### src/rtl/wind_meas_sequencer_if.sv
// Sequencer <-> wind datapath / polar converter signal bundle.
interface wind_meas_sequencer_if;
  logic        start;
  logic        continuous;
  logic        res_valid;
  logic [15:0] speed_in;
  logic [15:0] dir_in;
  logic        tx_en;
  logic [3:0]  tx_sel;
  logic        endata;
  logic        dp_clear;
  logic [15:0] speed;
  logic [15:0] direction;
  logic        out_valid;
  logic        busy;
  logic        timeout_err;
  logic [7:0]  meas_count;

  modport slave (
    input  start, continuous, res_valid, speed_in, dir_in,
    output tx_en, tx_sel, endata, dp_clear, speed, direction,
    output out_valid, busy, timeout_err, meas_count
  );

  modport master (
    output start, continuous, res_valid, speed_in, dir_in,
    input  tx_en, tx_sel, endata, dp_clear, speed, direction,
    input  out_valid, busy, timeout_err, meas_count
  );
endinterface

### src/rtl/wind_meas_sequencer.sv
// Ultrasonic wind measurement round scheduler (N,E,S,W firings).
// Optional macro WINDSEQ_RETRY_EN: one automatic retry per round on timeout.
module wind_meas_sequencer #(
  parameter int BURST_CYCLES   = 16,
  parameter int GUARD_CYCLES   = 64,
  parameter int LISTEN_CYCLES  = 1024,
  parameter int TIMEOUT_CYCLES = 4096
) (
  input logic clock,
  input logic reset,
  wind_meas_sequencer_if.slave bus
);

  localparam logic [2:0] IDLE     = 3'd0;
  localparam logic [2:0] BURST    = 3'd1;
  localparam logic [2:0] GUARD    = 3'd2;
  localparam logic [2:0] LISTEN   = 3'd3;
  localparam logic [2:0] WAIT_RES = 3'd4;
  localparam logic [2:0] DONE     = 3'd5;

  localparam logic [31:0] B1 = 32'(BURST_CYCLES - 1);
  localparam logic [31:0] G1 = 32'(GUARD_CYCLES - 1);
  localparam logic [31:0] L1 = 32'(LISTEN_CYCLES - 1);
  localparam logic [31:0] T1 = 32'(TIMEOUT_CYCLES - 1);

  logic [2:0]  state;
  logic [31:0] cnt;
  logic [1:0]  idx;
  logic        dp_clear;
  logic        out_valid;
  logic        timeout_err;
  logic [15:0] speed;
  logic [15:0] direction;
  logic [7:0]  meas_count;
`ifdef WINDSEQ_RETRY_EN
  logic        retried;
`endif

  logic firing;
  assign firing = (state == BURST) || (state == GUARD) ||
                  (state == LISTEN);

  assign bus.tx_en       = (state == BURST);
  assign bus.endata      = (state == LISTEN);
  assign bus.tx_sel      = firing ? (4'b0001 << idx) : 4'b0000;
  assign bus.busy        = (state != IDLE);
  assign bus.dp_clear    = dp_clear;
  assign bus.out_valid   = out_valid;
  assign bus.timeout_err = timeout_err;
  assign bus.speed       = speed;
  assign bus.direction   = direction;
  assign bus.meas_count  = meas_count;

  always_ff @(posedge clock) begin
    if (reset) begin
      state       <= IDLE;
      cnt         <= '0;
      idx         <= '0;
      dp_clear    <= 1'b0;
      out_valid   <= 1'b0;
      timeout_err <= 1'b0;
      speed       <= '0;
      direction   <= '0;
      meas_count  <= '0;
`ifdef WINDSEQ_RETRY_EN
      retried     <= 1'b0;
`endif
    end else begin
      dp_clear  <= 1'b0;
      out_valid <= 1'b0;
      case (state)
        IDLE: begin
          if (bus.start) begin
            state       <= BURST;
            idx         <= 2'd0;
            cnt         <= B1;
            dp_clear    <= 1'b1;
            timeout_err <= 1'b0;
`ifdef WINDSEQ_RETRY_EN
            retried     <= 1'b0;
`endif
          end
        end
        BURST: begin
          if (cnt == '0) begin
            state <= GUARD;
            cnt   <= G1;
          end else begin
            cnt <= cnt - 32'd1;
          end
        end
        GUARD: begin
          if (cnt == '0) begin
            state <= LISTEN;
            cnt   <= L1;
          end else begin
            cnt <= cnt - 32'd1;
          end
        end
        LISTEN: begin
          if (cnt == '0) begin
            if (idx == 2'd3) begin
              state <= WAIT_RES;
              cnt   <= T1;
            end else begin
              state <= BURST;
              idx   <= idx + 2'd1;
              cnt   <= B1;
            end
          end else begin
            cnt <= cnt - 32'd1;
          end
        end
        WAIT_RES: begin
          // a result on the final timeout cycle still counts
          if (bus.res_valid) begin
            state      <= DONE;
            speed      <= bus.speed_in;
            direction  <= bus.dir_in;
            out_valid  <= 1'b1;
            meas_count <= meas_count + 8'd1;
          end else if (cnt == '0) begin
`ifdef WINDSEQ_RETRY_EN
            if (!retried) begin
              retried  <= 1'b1;
              state    <= BURST;
              idx      <= 2'd0;
              cnt      <= B1;
              dp_clear <= 1'b1;
            end else begin
              timeout_err <= 1'b1;
              state       <= DONE;
            end
`else
            timeout_err <= 1'b1;
            state       <= DONE;
`endif
          end else begin
            cnt <= cnt - 32'd1;
          end
        end
        DONE: begin
          if (bus.continuous) begin
            state    <= BURST;
            idx      <= 2'd0;
            cnt      <= B1;
            dp_clear <= 1'b1;
`ifdef WINDSEQ_RETRY_EN
            retried  <= 1'b0;
`endif
          end else begin
            state <= IDLE;
          end
        end
        default: state <= IDLE;
      endcase
    end
  end

endmodule

### src/flat_wrapper.sv
// flat-port wrapper written by rule: the top's interface ports become plain ports
module wind_meas_sequencer_flat 
#(
  parameter int BURST_CYCLES   = 16,
  parameter int GUARD_CYCLES   = 64,
  parameter int LISTEN_CYCLES  = 1024,
  parameter int TIMEOUT_CYCLES = 4096
)
  (clock, reset, bus_start, bus_continuous, bus_res_valid, bus_speed_in, bus_dir_in, bus_tx_en, bus_tx_sel, bus_endata, bus_dp_clear, bus_speed, bus_direction, bus_out_valid, bus_busy, bus_timeout_err, bus_meas_count);
  wind_meas_sequencer_if bus_i ();
  input logic clock;
  input logic reset;
  input wire logic [$bits(bus_i.start)-1:0] bus_start;
  input wire logic [$bits(bus_i.continuous)-1:0] bus_continuous;
  input wire logic [$bits(bus_i.res_valid)-1:0] bus_res_valid;
  input wire logic [$bits(bus_i.speed_in)-1:0] bus_speed_in;
  input wire logic [$bits(bus_i.dir_in)-1:0] bus_dir_in;
  output wire logic [$bits(bus_i.tx_en)-1:0] bus_tx_en;
  output wire logic [$bits(bus_i.tx_sel)-1:0] bus_tx_sel;
  output wire logic [$bits(bus_i.endata)-1:0] bus_endata;
  output wire logic [$bits(bus_i.dp_clear)-1:0] bus_dp_clear;
  output wire logic [$bits(bus_i.speed)-1:0] bus_speed;
  output wire logic [$bits(bus_i.direction)-1:0] bus_direction;
  output wire logic [$bits(bus_i.out_valid)-1:0] bus_out_valid;
  output wire logic [$bits(bus_i.busy)-1:0] bus_busy;
  output wire logic [$bits(bus_i.timeout_err)-1:0] bus_timeout_err;
  output wire logic [$bits(bus_i.meas_count)-1:0] bus_meas_count;
  assign bus_i.start = bus_start;
  assign bus_i.continuous = bus_continuous;
  assign bus_i.res_valid = bus_res_valid;
  assign bus_i.speed_in = bus_speed_in;
  assign bus_i.dir_in = bus_dir_in;
  assign bus_tx_en = bus_i.tx_en;
  assign bus_tx_sel = bus_i.tx_sel;
  assign bus_endata = bus_i.endata;
  assign bus_dp_clear = bus_i.dp_clear;
  assign bus_speed = bus_i.speed;
  assign bus_direction = bus_i.direction;
  assign bus_out_valid = bus_i.out_valid;
  assign bus_busy = bus_i.busy;
  assign bus_timeout_err = bus_i.timeout_err;
  assign bus_meas_count = bus_i.meas_count;
  wind_meas_sequencer #(.BURST_CYCLES(BURST_CYCLES), .GUARD_CYCLES(GUARD_CYCLES), .LISTEN_CYCLES(LISTEN_CYCLES), .TIMEOUT_CYCLES(TIMEOUT_CYCLES)) u_core (.clock(clock), .reset(reset), .bus(bus_i));
endmodule
### config.mk
export PLATFORM = sky130hd
export DESIGN_NAME = wind_meas_sequencer_flat
export DESIGN_NICKNAME = d
export VERILOG_FILES = /design/src/rtl/wind_meas_sequencer_if.sv /design/src/rtl/wind_meas_sequencer.sv /design/src/flat_wrapper.sv
export SDC_FILE = /design/constraint.sdc
export NUM_CORES = 1
export LEC_CHECK = 0
export CAP_MARGIN = 20
export CORE_MARGIN = 5
export CORE_UTILIZATION = 30
export DETAILED_ROUTE_END_ITERATION = 8
export HOLD_SLACK_MARGIN = 0.1
export PLACE_DENSITY = 0.59
export SLEW_MARGIN = 20
export SYNTH_ARGS = -nofsm -noshare
export SYNTH_HDL_FRONTEND = slang
export SYNTH_SLANG_ARGS = --single-unit
### constraint.sdc
create_clock -name clock -period 5.95 [get_ports clock]
set_input_delay 0.8925 -clock clock [delete_from_list [all_inputs] [get_ports clock]]
set_output_delay 0.8925 -clock clock [all_outputs]
set_load 0.05 [all_outputs]
==> metrics.cfg, run 1 <==
[logic_synthesis]
yosysTopAreaCellShare_pct=43.2
synth-async-reset-ratio_pct=0
synth_warnings=0
synth_area_per_cell_um2=7.86
ys_seq_elements=80
synth_edf_count=0
syn_inst=472
syn_nets=515
ys_types=53
synthFlopType=dfxtp_1
synth_area_leaders=dfxtp_1, nand2_1, a21oi_1
synth_area_leader_cell=dfxtp_1
seq_area_frac_synth_pct=43.2
syn_area_um2=3710

[outcome]
status=finished, final reports clean

[timing]
grt_setup_unrepaired=false
min_period_over_period_pct=54.9
max_freq_mhz=306
final.setup.tns_ns=0
slew_viol_final=0
setup_violations=0
relSlewSlack_pct=49.4
worst_slack_ns=2.68
worst_pin_slew_ns=0.756
fin_skew_ns=0.00745
fin_crit_ns=3.27
finalHoldViolCount=0

[place]
hpwl_um=6950
place_congestion=0.812
dpl_worst_slack_ns=2.73
dpl.cell_count=705
port_buffers=86

[route]
routedWlPerCell_um=13.9
viasPerCell=4.88
ant_nets=0
drt_drc_violations_left=0
routed_wl_um=10000
first_iter_violations=191
vias=3517
drtPass1Iterations=4

[min_path]
min_path_type=register to register
worstHoldPathCells=2
min_from=u_core.bus.direction[10]
hold_end=u_core.bus.direction[10]

[finish]
register_area_um2=1600
antenna-diode-count=0
multi_input_area_um2=1980
areaGrowthSynthToFinish_pct=35.4
final_common_cell=nand2_1
nNetsFinal=591
layout_common_cells=nand2_1, clkdlybuf4s50_1, dfxtp_1
drive_gt1_share_pct=5.42
finalNonFillerCells=721
nFillCells=1219

[floorplan]
initial_core_util_pct=30.7
pin_count=87
die_y_um=121
die_width_um=121
rows=40
die_area_um2=14700
core_area_um2=12100

[setup_path]
end_kind=primary output
startpoint=u_core.state[1]
r2r_slack_ns=2.83
path_class=register to primary output
cp_max_fo=11
r2r-start=u_core.cnt[2]
cp_data_arrival_time_ns=2.37
worst_r2r_endpoint=u_core.cnt[20]
crit_required_ns=5.06
r2r_cells=6
start_kind=register

[grt]
use_met1_pct=17.2
grt_max_degree=63
grt.total_usage_pct=14.0
gr-total-overflow=0
top_usage_layer=met2
met2_usage_pct=21.1
grt_antenna_before_repair=0
grt_pass1_vias=3501
grt_use_met3_pct=7.37
grt_pass1_wl_um=16900

[power_and_ir_drop]
ir_worst_vdd_uv=142
power_density_nw_per_um2=322
leakage_nw=1.68

[clock_network]
post_cts_resized=0
cts_buffers=9
h-tree-depth=3
hold_buffers=0
cts_max_path_buffers=2
cts_sinks=80
cts_tree=yes
cts_setup_buffers=0
clkLatencyLatePin_ns=0.34
cts-root-buf=clkbuf_16
clkTransAtPathRegs_ns=0.06

[flow_run]
maxCapViolCount=0

==> metrics by stage <==
stage	total power [W]	hold slack, ns	util, %	instance area (µm²)
floorplan	0.000929	0.437	-	3710
global placement	0.00103	0.441	39.0	4710
detailed placement	0.00104	0.448	39.0	4710
CTS	0.00163	0.460	41.6	5020
global route	0.00171	0.476	41.6	5020
finish	0.00162	0.456	41.6	5020
==> state kept, by name, indices dropped and copies added, names as in the netlist <==
signal and cells:
u_core.bus.direction 16, u_core.bus.dp_clear 1, u_core.bus.meas_count 8, u_core.bus.out_valid 1, u_core.bus.speed 16, u_core.bus.timeout_err 1
u_core.cnt 32, u_core.idx 2, u_core.state 3
==> final cells by class <==
cell class	count	share of cell area [%]
multi-input combinational	358	39.4
timing repair buffer	90	17.6
sequential	80	31.9
tap	168	4.19
clock inverter	5	1.62
inverter	9	0.673
clock buffer	11	4.63
==> per-layer routing <==
layer,up-vias,share of wire [%]
li1,1785,-
met1,1620,44
met4,0,1.4
met3,13,11
met5,-,0
met2,99,44
==> logic make-up (layout without fill, tap and decap cells) <==
| kind of cell | Yosys count | count (layout) | share of synthesized area (%) |
|---|---|---|---|
| muxes | 2 | 2 | 0.574 |
| and+or+nand+nor | 239 | 239 | 30.9 |
| buffers and inverters | 34 | 115 | 3.51 |
| DFF | 80 | 80 | 43.2 |
| AOI/OAI and AO/OA | 84 | 84 | 13.4 |
| adders and majority gates | 6 | 6 | 2.02 |
| xor gates and xnor gates | 27 | 27 | 6.38 |
==> worst max-delay path, stage by stage, from the launching register on <==
cell and delay (ns):
dfxtp_1 0.55, nor2_1 0.12, nor2_1 0.37, and2_1 0.20, clkdlybuf4s50_1 0.80
==> synthesized netlist by cell type (all sizes together), types with 7 or more instances <==
cell type / n
nand2: 91
xnor2: 19
nor3: 24
clkbuf: 20
a21oi: 48
nor2: 58
or3: 7
dfxtp: 80
inv: 9
xor2: 8
nor4: 9
nand3: 13
nand4: 9
o21ai: 12
==> worst max path at each step <==
stage	endpoint	depth (start not counted)
finish	bus_tx_sel[1]	4
detailed placement	u_core.cnt[20]	7
global placement	u_core.cnt[25]	7
global route	bus_tx_sel[1]	4
CTS	bus_tx_sel[1]	4
floorplan	bus_tx_en	3
==> where the power goes <==
| part | total (W) | switching [W] | internal (W) |
|---|---|---|---|
| logic | 0.000427 | 0.000263 | 0.000164 |
| registers | 0.000599 | 0.0000350 | 0.000564 |
| clock network | 0.000591 | 0.000223 | 0.000368 |
| total | 0.00162 | 0.000520 | 0.00110 |
(Power assumes the default switching activity.)
==> inputs of run 2 (changes only) <==
==> constraint.sdc (replaced) <==
create_clock -name clock -period 3.26 [get_ports clock]
set_input_delay 0.489 -clock clock [delete_from_list [all_inputs] [get_ports clock]]
set_output_delay 0.489 -clock clock [all_outputs]
set_load 0.05 [all_outputs]
==> metrics.cfg, run 2 (same netlist as run 1, synthesis figures left out) <==
[route]
drtPass1Iterations=5  ; +1
routedWlPerCell_um=14.0  ; +0.76%
drt_drc_violations_left=0  ; unchanged
vias=3566  ; +1.4%
viasPerCell=4.89  ; +0.28%
first_iter_violations=267  ; +40%
ant_nets=0  ; unchanged
routed_wl_um=10200  ; +1.9%

[finish]
final_common_cell=nand2_1
nNetsFinal=599  ; +1.4%
finalNonFillerCells=729  ; +1.1%
largest_register_ffs=32  ; unchanged
regMostFlops=u_core.cnt
reg_top3=u_core.cnt: 32 flops, u_core.bus.direction: 16 flops, u_core.bus.speed: 16 flops
areaGrowthSynthToFinish_pct=38.2
antenna-diode-count=0  ; unchanged
nFillCells=1216  ; -0.25%
layout_common_cells=nand2_1, clkdlybuf4s50_1, dfxtp_1
drive_gt1_share_pct=7.13  ; +1.7 points

[floorplan]
initial_core_util_pct=30.7  ; unchanged
die_y_um=121  ; unchanged
core_area_um2=12100  ; unchanged
die_area_um2=14700  ; unchanged
rows=40  ; unchanged
die_width_um=121  ; unchanged
pin_count=87  ; unchanged

[grt]
grt_pass1_wl_um=17300  ; +2.4%
grt_pass1_vias=3570  ; +2.0%
grt_antenna_before_repair=0  ; unchanged
grt_max_degree=39  ; -38%
grt.total_usage_pct=14.5  ; +0.49 points
gr-total-overflow=0  ; unchanged

[clock_network]
cts_max_path_buffers=2  ; unchanged
clkTransAtPathRegs_ns=0.06  ; about the same
cts_setup_buffers=0  ; unchanged
h-tree-depth=3  ; unchanged
cts-root-buf=clkbuf_16
hold_buffers=0  ; unchanged
clkLatencyLatePin_ns=0.34  ; about the same
post_cts_resized=0  ; unchanged
cts_buffers=9  ; unchanged
cts_tree=yes
cts_sinks=80  ; unchanged

[setup_path]
path_class=register to primary output
path_cells=inv_1 -> nor2_1 -> nand2_1 -> inv_1 -> clkdlybuf4s50_1
worst_r2r_endpoint=u_core.idx[1]
crit_path_frequent_cell=inv_1
slowest_stage=clkdlybuf4s50_1
r2r-start=u_core.cnt[18]
slowest_delay_ns=0.80  ; about the same
cp_max_fo=11  ; unchanged
crit_buf_inv=3  ; +2
path_delay_family=buffers and inverters
r2r_cells=7  ; +1
cp_data_arrival_time_ns=2.32  ; -0.05 ns
end_kind=primary output
start_kind=register
r2r_slack_ns=0.64  ; -2.19 ns
crit_required_ns=2.77  ; -2.29 ns

[power_and_ir_drop]
leakage_nw=1.75  ; +3.6%
finalPower_w=0.00311  ; +92%
ir_worst_vdd_uv=293  ; +110%
power_density_nw_per_um2=607  ; +89%

[timing]
fin_skew_ns=0.00589  ; -0.00156 ns
min_period_over_period_pct=86.0
holdWs_ns=0.455  ; -0.000805 ns
final.setup.tns_ns=0  ; unchanged
relSlewSlack_pct=56.5  ; +7.1 points
fin_crit_ns=2.80
max_freq_mhz=357
worst_pin_slew_ns=0.647  ; -0.109 ns
grt_setup_unrepaired=false
finalHoldViolCount=0  ; unchanged
setup_violations=0  ; unchanged
slew_viol_final=0  ; unchanged

[place]
hpwl_um=7270  ; +4.7%
place_congestion=0.772  ; -5.0%
dpl.cell_count=713  ; +1.1%
port_buffers=86  ; unchanged

[min_path]
hold_end=u_core.bus.direction[9]
worstHoldPathCells=2  ; unchanged
min_from=u_core.bus.direction[9]
min_path_type=register to register

[outcome]
status=finished, final reports clean

[flow_run]
maxCapViolCount=0  ; unchanged

[run 2: changes by cell type in the layout (fill, tap and decap cells not counted), sizes merged]
cell / before / now
buf: 5 / 13
bufinv: 2 / 3
clkbuf: 11 / 10
clkinv: 2 / 3
clkinvlp: 1 / 0
[run 2: power by group]
| part | switching [W] | total (W) | internal [W] |
|---|---|---|---|
| combinational | 0.000483 | 0.000815 | 0.000332 |
| clock | 0.000426 | 0.00120 | 0.000773 |
| sequential | 0.0000652 | 0.00110 | 0.00103 |
| total | 0.000975 | 0.00311 | 0.00213 |
[run 2: through the flow]
step	utilization [%]	worst slack (ns)	cell area, µm²
floorplan	-	0.942	3710
global placement	39.5	0.667	4770
detailed placement	39.5	0.592	4770
CTS	42.5	0.446	5120
global route	42.5	0.276	5120
finish	42.5	0.456	5120
[run 2: worst max-delay path by stage]
stage                          from              to  slack [ns]  cells past startpoint
finish              u_core.state[0]      bus_endata        0.46                      5
global route        u_core.state[0]      bus_endata        0.28                      5
CTS                 u_core.state[0]      bus_endata        0.45                      5
detailed placement   bus_continuous  u_core.cnt[14]        0.59                      7
global placement     bus_continuous  u_core.cnt[16]        0.67                      7
floorplan            u_core.cnt[31]  u_core.cnt[29]        0.94                      6
[run 2: final cells by class]
| class | count | area (µm²) | share of cell area [%] |
|---|---|---|---|
| inverter | 9 | 33.8 | 0.659 |
| clock buffer | 10 | 239 | 4.66 |
| clock inverter | 6 | 116 | 2.27 |
| sequential | 80 | 1600 | 31.3 |
| tap | 168 | 210 | 4.10 |
| multi-input combinational | 358 | 1980 | 38.6 |
| timing repair buffer | 98 | 946 | 18.5 |
[run 2: layer usage]
| layer | GRT usage, % | part of all wire (%) | vias up |
|---|---|---|---|
| li1 | - | - | 1802 |
| met1 | 16.7 | 42 | 1646 |
| met2 | 22.4 | 45 | 107 |
| met3 | 8.21 | 12 | 11 |
| met4 | 5.67 | 1.2 | 0 |
| met5 | 0 | 0 | - |
[run 2: tightest hold or removal path, delay by kind of cell, from the launching register on]
kind	cells	cell delay, ns
and+or+nand+nor	1	0.05
AOI/OAI and AO/OA	1	0.05
DFF	1	0.31
==> inputs of run 3 (changes only) <==
--- a/config.mk
+++ b/config.mk
@@ -7,10 +7,10 @@
 export LEC_CHECK = 0
 export CAP_MARGIN = 20
 export CORE_MARGIN = 5
-export CORE_UTILIZATION = 30
+export CORE_UTILIZATION = 50
 export DETAILED_ROUTE_END_ITERATION = 8
-export HOLD_SLACK_MARGIN = 0.1
-export PLACE_DENSITY = 0.59
+export HOLD_SLACK_MARGIN = 0.05
+export PLACE_DENSITY = 0.86
 export SLEW_MARGIN = 20
 export SYNTH_ARGS = -nofsm -noshare
 export SYNTH_HDL_FRONTEND = slang
==> metrics.cfg, run 3 (same netlist as run 1, synthesis figures left out) <==
[finish]
layout_common_cells=nand2_1, clkdlybuf4s50_1, dfxtp_1
nNetsFinal=596  ; -0.50%
areaGrowthSynthToFinish_pct=31.0
final_common_cell=nand2_1
largest_register_ffs=32  ; unchanged
fin_util_pct=67.0  ; +25 points
antenna-diode-count=0  ; unchanged
drive_gt1_share_pct=6.63  ; -0.50 points
reg_top3=u_core.cnt: 32 flops, u_core.bus.direction: 16 flops, u_core.bus.speed: 16 flops
regMostFlops=u_core.cnt

[route]
ant_nets=0  ; unchanged
vias=3662  ; +2.7%
drt_drc_violations_left=0  ; unchanged
first_iter_violations=288  ; +7.9%
viasPerCell=5.57  ; +14%
drtPass1Iterations=5  ; unchanged
routed_wl_um=9870  ; -3.3%
routedWlPerCell_um=15.0  ; +7.3%

[power_and_ir_drop]
swShare_pct=35.8  ; +4.4 points
combPwrFrac_pct=30.4  ; +4.2 points
pwr-share-seq_pct=41.0  ; +5.8 points
p_clk_share_pct=28.5  ; -10 points
power_density_nw_per_um2=548  ; -9.6%
ir_worst_vdd_uv=312  ; +6.4%
leakage_nw=1.66  ; -4.7%
p_switching_w=0.000953  ; -2.2%
finalPower_w=0.00266  ; -14%
internal_power_w=0.00171  ; -20%

[place]
dpl_worst_slack_ns=0.502  ; -0.0901 ns
hpwl_um=6950  ; -4.5%
port_buffers=86  ; unchanged
place_congestion=0.863  ; +12%

[clock_network]
hold_buffers=0  ; unchanged
cts_setup_buffers=0  ; unchanged
h-tree-depth=3  ; unchanged
cts_tree=yes
post_cts_resized=0  ; unchanged
cts_buffers=9  ; unchanged
clkTransAtPathRegs_ns=0.09  ; +0.03 ns
cts_max_path_buffers=2  ; unchanged
cts-root-buf=clkbuf_8
cts_sinks=80  ; unchanged
clkLatencyLatePin_ns=0.37  ; +0.03 ns

[min_path]
min_path_type=register to register
min_from=u_core.bus.speed[1]

[timing]
final.setup.tns_ns=0  ; unchanged
min_period_over_period_pct=87.3  ; +1.3 points
fin_skew_ns=0.0139  ; +0.00797 ns
max_freq_mhz=351  ; -1.5%
grt_setup_unrepaired=false
fin_crit_ns=2.85  ; +0.0427 ns
slew_viol_final=0  ; unchanged
setup_violations=0  ; unchanged
finalHoldViolCount=0  ; unchanged
worst_pin_slew_ns=0.599  ; -0.0476 ns
holdWs_ns=0.459  ; +0.00457 ns
relSlewSlack_pct=59.7  ; +3.2 points
worst_slack_ns=0.413  ; -0.0427 ns

[grt]
grt_pass1_vias=3579  ; +0.25%
grt_pass1_wl_um=16500  ; -4.4%
grt_antenna_before_repair=0  ; unchanged
gr-total-overflow=0  ; unchanged
grt.total_usage_pct=22.7  ; +8.1 points
grt_max_degree=52  ; +33%

[floorplan]
rows=31  ; -23%
die_y_um=96.1  ; -21%
initial_core_util_pct=51.1  ; +20 points
pin_count=87  ; unchanged
die_width_um=96.1  ; -21%
die_area_um2=9240  ; -37%
core_area_um2=7250  ; -40%

[setup_path]
start_kind=register
cp_max_fo=11  ; unchanged
slowest_stage=clkdlybuf4s50_1
slowest_delay_ns=0.81  ; about the same
cp_data_arrival_time_ns=2.36  ; +0.04 ns
end_kind=primary output
path_class=register to primary output
startpoint=u_core.state[1]
r2r-start=u_core.cnt[13]
crit_path_frequent_cell=nor2_1
crit_required_ns=2.77  ; about the same
path_cells=nor2_1 -> nor2_1 -> and2_1 -> clkdlybuf4s50_1

[flow_run]
maxCapViolCount=0  ; unchanged

[outcome]
status=finished, final reports clean

run 3: cell count changes in the layout (fill, tap and decap cells not counted), sizes merged:
cell	previous run	this run
buf	13	10
bufinv	3	1
clkbuf	10	9
clkinv	3	2
inv	9	13
run 3: path summary, 6_finish.rpt:
check	endpoint	slack, ns	depth (start not counted)
worst max-delay path	bus_tx_sel[3]	0.41	4
worst min register to register	u_core.bus.speed[1]	0.46	2
worst min-delay path	u_core.bus.speed[1]	0.46	2
worst max register to register	u_core.cnt[26]	0.62	7
run 3: area by class of cell:
| cell class | instances | area [µm²] |
|---|---|---|
| clock buffers | 9 | 124 |
| well taps | 99 | 124 |
| repair buffers | 95 | 923 |
| fillers | 583 | 2390 |
| multi-input cells | 358 | 1980 |
| inverters | 9 | 33.8 |
| clock inverters | 7 | 75.1 |
| flip-flops and latches | 80 | 1600 |
run 3: critical path: cells and delay by family, from the launching register on:
family,cells,cell delay [ns]
buf+inv,1,0.81
simple gates,3,0.64
flops,1,0.54
run 3: power groups by stage:
stage	Sequential [W]	Combinational (W)	Clock, W
3_3_place_gp	0.00111	0.000773	0
6_report	0.00109	0.000811	0.000760
5_1_grt	0.00110	0.000886	0.000815
4_1_cts	0.00109	0.000802	0.000768
2_1_floorplan	0.00110	0.000600	0
3_5_place_dp	0.00111	0.000798	0
run 3: layer usage:
layer	global-route usage, %	routed length (µm)	part of all wire [%]	vias to the layer above
met5	0	0	0	-
met4	9.48	228	2.3	0
met3	9.30	1020	10	25
met2	38.0	4910	50	163
met1	25.3	3710	38	1686
li1	-	-	-	1788
run 3: metrics by stage:
stage | cells | cell area, µm²
after global placement | 641 | 4660
final | 657 | 4860
after detailed placement | 641 | 4660
after global routing | 657 | 4860
after CTS | 657 | 4860
after floorplan | 472 | 3710
